$ cat config.mk
export PLATFORM = sky130hd
export DESIGN_NAME = dwconv_out_writer
export DESIGN_NICKNAME = d
export VERILOG_FILES = /design/src/rtl/dwconv_pkg.sv /design/src/rtl/dwconv_bundle_fifo.sv /design/src/rtl/dwconv_out_writer.sv
export SDC_FILE = /design/constraint.sdc
export NUM_CORES = 1
export LEC_CHECK = 0
export ABC_CLOCK_PERIOD_IN_PS = 15200
export CORE_MARGIN = 3
export CORE_UTILIZATION = 30
export DETAILED_ROUTE_END_ITERATION = 10
export PLACE_DENSITY = 0.52
export SLEW_MARGIN = 20
export SYNTH_ARGS = -nofsm -noshare
export SYNTH_HDL_FRONTEND = slang
export SYNTH_SLANG_ARGS = --single-unit
$ cat constraint.sdc
create_clock -name clk -period 15.2 [get_ports clk]
set_clock_uncertainty 0.1 [all_clocks]
set_input_delay 3.8 -clock clk [delete_from_list [all_inputs] [get_ports clk]]
set_output_delay 3.8 -clock clk [all_outputs]
set_load 0.02 [all_outputs]
$ cat src/rtl/dwconv_pkg.sv
// dwconv_pkg: shared depthwise-conv constants, bundle type and ReLU helper
package dwconv_pkg;
  localparam int DW_N_CNT = 32;
  localparam int DW_N_POS = 9;
  localparam int DW_N_LANE = 4;
  localparam int DW_DATA_W = 32;
  typedef struct packed {
    logic [$clog2(DW_N_CNT)-1:0] cnt;
    logic [$clog2(DW_N_POS)-1:0] pos;
    logic [DW_N_LANE-1:0][DW_DATA_W-1:0] lanes;
  } bundle_t;
  function automatic logic [DW_DATA_W-1:0] relu(input logic [DW_DATA_W-1:0] x, input logic en);
    return (en && x[DW_DATA_W-1]) ? '0 : x;
  endfunction
endpackage

$ cat src/rtl/dwconv_bundle_fifo.sv
// dwconv_bundle_fifo: synchronous FIFO of bundles with registered occupancy
module dwconv_bundle_fifo
  import dwconv_pkg::*;
#(
  parameter int DEPTH = 2
) (
  input  logic    clk,
  input  logic    rst_b,
  input  logic    push,
  input  logic    pop,
  input  bundle_t din,
  output bundle_t dout,
  output logic    full,
  output logic    empty
);
  localparam int AW = $clog2(DEPTH);
  bundle_t mem_q [DEPTH];
  logic [AW-1:0] wp_q, rp_q;
  logic [AW:0] cnt_q;
  always_ff @(posedge clk or negedge rst_b)
    if (!rst_b) begin
      wp_q  <= '0;
      rp_q  <= '0;
      cnt_q <= '0;
    end else begin
      if (push) wp_q <= wp_q + AW'(1);
      if (pop) rp_q <= rp_q + AW'(1);
      cnt_q <= cnt_q + (AW+1)'(push) - (AW+1)'(pop);
    end
  always_ff @(posedge clk)
    if (push) mem_q[wp_q] <= din;
  always_comb begin
    dout  = mem_q[rp_q];
    full  = cnt_q == (AW+1)'(DEPTH);
    empty = cnt_q == '0;
  end
endmodule

$ cat src/rtl/dwconv_out_writer.sv
// dwconv_out_writer: ReLU at push, bundle FIFO, and serialisation of each
// bundle into four word writes to the output feature-map buffer.
module dwconv_out_writer
  import dwconv_pkg::*;
#(
  parameter int DATA_W     = 32,
  parameter int N_LANE     = 4,
  parameter int FIFO_DEPTH = 2,
  parameter int ADDR_W     = 11
) (
  input  logic              clk,
  input  logic              rst_b,
  input  logic              in_valid,
  output logic              in_ready,
  input  logic [4:0]        in_cnt,
  input  logic [3:0]        in_pos,
  input  logic [DATA_W-1:0] in_data0,
  input  logic [DATA_W-1:0] in_data1,
  input  logic [DATA_W-1:0] in_data2,
  input  logic [DATA_W-1:0] in_data3,
  input  logic              relu_en,
  output logic              wr_valid,
  input  logic              wr_ready,
  output logic [ADDR_W-1:0] wr_addr,
  output logic [DATA_W-1:0] wr_data,
  output logic              done
);
  localparam int LW = $clog2(N_LANE);
  bundle_t in_b, head;
  logic full, empty, push, pop, hs, done_d, done_q;
  logic [LW-1:0] lane_q, lane_d;
  dwconv_bundle_fifo #(.DEPTH(FIFO_DEPTH)) u_fifo (
    .clk(clk), .rst_b(rst_b), .push(push), .pop(pop),
    .din(in_b), .dout(head), .full(full), .empty(empty)
  );
  always_comb begin
    in_b.cnt      = in_cnt;
    in_b.pos      = in_pos;
    in_b.lanes[0] = relu(in_data0, relu_en);
    in_b.lanes[1] = relu(in_data1, relu_en);
    in_b.lanes[2] = relu(in_data2, relu_en);
    in_b.lanes[3] = relu(in_data3, relu_en);
    in_ready = !full;
    push     = in_valid && !full;
    wr_valid = !empty;
    hs       = !empty && wr_ready;
    pop      = hs && lane_q == LW'(N_LANE - 1);
    lane_d   = hs ? lane_q + LW'(1) : lane_q;
    done_d   = pop && head.cnt == 5'(DW_N_CNT - 1) && head.pos == 4'(DW_N_POS - 1);
    wr_data  = empty ? '0 : head.lanes[lane_q];
    // cnt*36 as two shifts keeps the address path out of multipliers
    wr_addr  = empty ? '0 : (ADDR_W'(head.cnt) << 5) + (ADDR_W'(head.cnt) << 2)
                          + (ADDR_W'(head.pos) << 2) + ADDR_W'(lane_q);
    done     = done_q;
  end
  always_ff @(posedge clk or negedge rst_b)
    if (!rst_b) begin
      lane_q <= '0;
      done_q <= 1'b0;
    end else begin
      lane_q <= lane_d;
      done_q <= done_d;
    end
endmodule

==> flow_summary.ini <==
[status]
status = finished clean

[clock_tree]
clk_pin_slew_worst_paths_ns = 0.06
post-cts-setup-buffer-count = 0
cts_root_buf = sky130_fd_sc_hd__clkbuf_16
htree_num_levels = 1
cts.sink_count = 281
tritoncts = yes
cts_made_buffers = 31
cts_hold_repair.buffers = 0
clk-insertion-delay-late_ns = 0.54
max_clock_buf_depth = 3
cts-resized-gates = 0

[die]
die_width_um = 204
dieArea_um2 = 41800
rows = 72
die-height_um = 204
core-area_um2 = 38700
top_level_ports = 188
initial_utilization = 0.305

[worst_setup_path]
setup_crit_path_kind = reg2out
start_kind = flip-flop
worstPathMaxFanout = 48
reg2reg_to = u_fifo.mem_q[1][22]
r2r_start = u_fifo.cnt_q[1]
required_ns = 11.30
regToRegSetupSlack_ns = 12.72
startpoint_of_the_worst_setup_timing_path = u_fifo.rp_q
endpoint_kind = primary output
reg2reg_depth = 3
critical_path_arrival_ns = 4.52

[pwr]
p_leak_uw = 0.00508
totalPowerFinal_uw = 3050
worst_ir_drop_vdd_uv = 103
powerDensity_nw_per_um2 = 201

[placed_design]
gp_congestion = 0.717
dpl_worst_slack_ns = 7.29
dpl-instance-area_um2 = 14200
buffer_ports.inserted = 187
hpwlAfterDp_mm = 16.9

[logic_synthesis]
ff_latch_count_synth = 281
post_synth_mux_area_share = 0.130
yosys.area_share.simple = 0.0836
mappedNetlistArea_um2 = 11800
synth-seq-area-share = 0.711
postSynthNetCount = 786
syn-instance-count = 630
ys_types = 37
syn_avg_cell_area_um2 = 18.8
post_synth_xor_area_fraction = 0.00445
yosys_warnings = 0
compound_gate_fraction_of_synth_area = 0.0342
synth_fa_ha_area_frac = 0.0161
dominant_combinational_cell_family_by_area_after_synthesis = multiplexers

[sta]
layout_setup_ws_ns = 6.78
number_of_hold_violations_in_the_final_report = 0
worst-slew-pin-transition_ns = 1.03
grt_setup_unrepaired = no
setup_total_negative_slack_ns = 0
fmax_ghz = 0.119
final.period_utilization = 0.554
timing.slew.headroom = 0.312
setup_viol = 0
drv_slew = 0
post-route-min-period_ns = 8.42

[routing]
firstDrtPassIters = 6
via_count = 6282
vias_per_cell = 4.59
drtIter0Drc = 345
routed_wire_length_per_instance_um = 20.7
drcViolationCount = 0
antenna_violating_nets_post_route = 0
drt-total-wl_mm = 28.3

[cells_and_area]
nets_final = 980
areaGrowthSynthToFinish_pct = 28.5
post-route-cell-area_um2 = 15200
utilization = 0.392
layout-drive-gt1-share = 0.151

[grt]
pin_count_of_the_biggest_net_entering_global_routing = 134
first_pass_grt_wire_length_mm = 42.7
grt_overall_usage = 0.135
first_global_vias = 6915
globalRoute.totalOverflow = 0
antenna_found_initial = 3

[hold_path]
hold_depth = 1
hold_path.startpoint = u_fifo.cnt_q[1]
worstHoldPathType = reg2reg
holdPathEnd = u_fifo.cnt_q[1]

[job]
cap_viol_max_count = 0
[state kept, by name, summed over array words and instances, names as in the netlist]
register and count:
u_fifo.cnt_q 2, done 1, u_fifo.rp_q 1, lane_q 2, u_fifo.wp_q 1, u_fifo.mem_q 274
[worst max path at each step]
| stage | endpoint | slack, ns | cells after the start |
|---|---|---|---|
| 2_1_floorplan | u_fifo.mem_q[0][0] | 4.88 | 2 |
| 3_3_place_gp | wr_addr[9] | 7.30 | 9 |
| 3_5_place_dp | wr_addr[9] | 7.29 | 9 |
| 4_1_cts | wr_addr[9] | 6.66 | 9 |
| 5_1_grt | wr_addr[9] | 6.47 | 9 |
| 6_report | wr_addr[9] | 6.78 | 9 |
[cell usage in the layout (no fill, tap or decap), types with 2 or more instances in the layout]
cell	count
sky130_fd_sc_hd__a21o_1	2
sky130_fd_sc_hd__clkinv_2	4
sky130_fd_sc_hd__clkinv_1	10
sky130_fd_sc_hd__inv_1	9
sky130_fd_sc_hd__bufinv_16	2
sky130_fd_sc_hd__clkdlybuf4s50_1	187
sky130_fd_sc_hd__a21oi_1	4
sky130_fd_sc_hd__nand2_1	11
sky130_fd_sc_hd__nor2b_1	4
sky130_fd_sc_hd__nor2_1	3
sky130_fd_sc_hd__dfrtp_4	2
sky130_fd_sc_hd__nor3_1	5
sky130_fd_sc_hd__clkbuf_16	31
sky130_fd_sc_hd__mux2_2	7
sky130_fd_sc_hd__nor2_4	3
sky130_fd_sc_hd__dfrtp_1	5
sky130_fd_sc_hd__a22o_1	32
sky130_fd_sc_hd__and2_1	128
sky130_fd_sc_hd__diode_2	2
sky130_fd_sc_hd__fa_1	2
sky130_fd_sc_hd__o21ai_0	2
sky130_fd_sc_hd__edfxtp_1	274
sky130_fd_sc_hd__buf_4	8
sky130_fd_sc_hd__clkbuf_1	9
sky130_fd_sc_hd__o21bai_1	2
sky130_fd_sc_hd__a211oi_1	4
sky130_fd_sc_hd__and3_1	2
sky130_fd_sc_hd__ha_1	12
sky130_fd_sc_hd__mux4_2	64
sky130_fd_sc_hd__xnor2_1	5
[cell families (layout without fill, tap and decap cells)]
family,count (synthesis),count (layout)
flops,281,281
simple gates,163,163
mux,72,72
compound gates,50,50
buf+inv,44,262
fa+ha+maj,14,14
xor+xnor,6,6
other cells,0,2
[area by class of cell]
class,instances,area [um^2]
timing repair buffer,196,1950
clock inverter,17,126
fill,3623,23600
clock buffer,40,810
sequential,281,8410
antenna,2,5.00
tap,518,648
multi-input combinational,305,3190
inverter,9,33.8
[worst max-delay path: stages (launching register included)]
cell	delay, ns
sky130_fd_sc_hd__dfrtp_4	1.03
sky130_fd_sc_hd__mux2_2	0.46
sky130_fd_sc_hd__ha_1	0.29
sky130_fd_sc_hd__ha_1	0.23
sky130_fd_sc_hd__fa_1	0.49
sky130_fd_sc_hd__a211oi_1	0.30
sky130_fd_sc_hd__o21bai_1	0.13
sky130_fd_sc_hd__and3_1	0.19
sky130_fd_sc_hd__nor3_1	0.21
sky130_fd_sc_hd__clkdlybuf4s50_1	0.64
[stage by stage]
step                      instances  hold slack, ns
after global placement         1309           0.437
after detailed placement       1309           0.444
after floorplan                 630           0.361
after CTS                      1366           0.457
final                          1368           0.455
after global routing           1366           0.500
[synth_stat cells]
| cell type | n | area, um^2 |
|---|---|---|
| sky130_fd_sc_hd__a211o_1 | 1 | 8.76 |
| sky130_fd_sc_hd__a211oi_1 | 4 | 30.0 |
| sky130_fd_sc_hd__a21o_1 | 2 | 15.0 |
| sky130_fd_sc_hd__a21oi_1 | 4 | 20.0 |
| sky130_fd_sc_hd__a22o_1 | 32 | 280 |
| sky130_fd_sc_hd__and2_1 | 129 | 807 |
| sky130_fd_sc_hd__and3_1 | 3 | 18.8 |
| sky130_fd_sc_hd__buf_12 | 2 | 40.0 |
| sky130_fd_sc_hd__buf_2 | 11 | 55.1 |
| sky130_fd_sc_hd__buf_4 | 2 | 15.0 |
| sky130_fd_sc_hd__buf_6 | 2 | 22.5 |
| sky130_fd_sc_hd__buf_8 | 1 | 15.0 |
| sky130_fd_sc_hd__clkbuf_1 | 17 | 63.8 |
| sky130_fd_sc_hd__dfrtp_1 | 7 | 175 |
| sky130_fd_sc_hd__edfxtp_1 | 274 | 8230 |
| sky130_fd_sc_hd__fa_1 | 2 | 40.0 |
| sky130_fd_sc_hd__ha_1 | 12 | 150 |
| sky130_fd_sc_hd__inv_1 | 9 | 33.8 |
| sky130_fd_sc_hd__mux2_2 | 7 | 78.8 |
| sky130_fd_sc_hd__mux2i_1 | 1 | 10.0 |
| sky130_fd_sc_hd__mux4_2 | 64 | 1440 |
| sky130_fd_sc_hd__nand2_1 | 12 | 45.0 |
| sky130_fd_sc_hd__nand2b_1 | 1 | 6.26 |
| sky130_fd_sc_hd__nor2_1 | 5 | 18.8 |
| sky130_fd_sc_hd__nor2_4 | 1 | 11.3 |
| sky130_fd_sc_hd__nor2b_1 | 4 | 25.0 |
| sky130_fd_sc_hd__nor3_1 | 5 | 25.0 |
| sky130_fd_sc_hd__nor4b_1 | 1 | 8.76 |
| sky130_fd_sc_hd__nor4b_2 | 1 | 15.0 |
| sky130_fd_sc_hd__o21a_1 | 1 | 7.51 |
| sky130_fd_sc_hd__o21ai_0 | 2 | 10.0 |
| sky130_fd_sc_hd__o21bai_1 | 2 | 15.0 |
| sky130_fd_sc_hd__o221ai_1 | 1 | 8.76 |
| sky130_fd_sc_hd__o32ai_1 | 1 | 8.76 |
| sky130_fd_sc_hd__or2_2 | 1 | 6.26 |
| sky130_fd_sc_hd__xnor2_1 | 5 | 43.8 |
| sky130_fd_sc_hd__xor2_1 | 1 | 8.76 |
[where the power goes]
part           switching [uW]  internal [uW]
registers                94.3           1070
logic                     615            574
clock network             289            405
total                     998           2050
[metal layers]
metal  global-route usage  vias to the layer above  wire [um]
met5                    0                        -         17
li1                     -                     2874          -
met1                0.188                     3201      12900
met2                0.222                      167      13400
met3               0.0256                       38       1520
met4               0.0265                        2        432
Note: power is estimated with default switching activity, not from simulation.
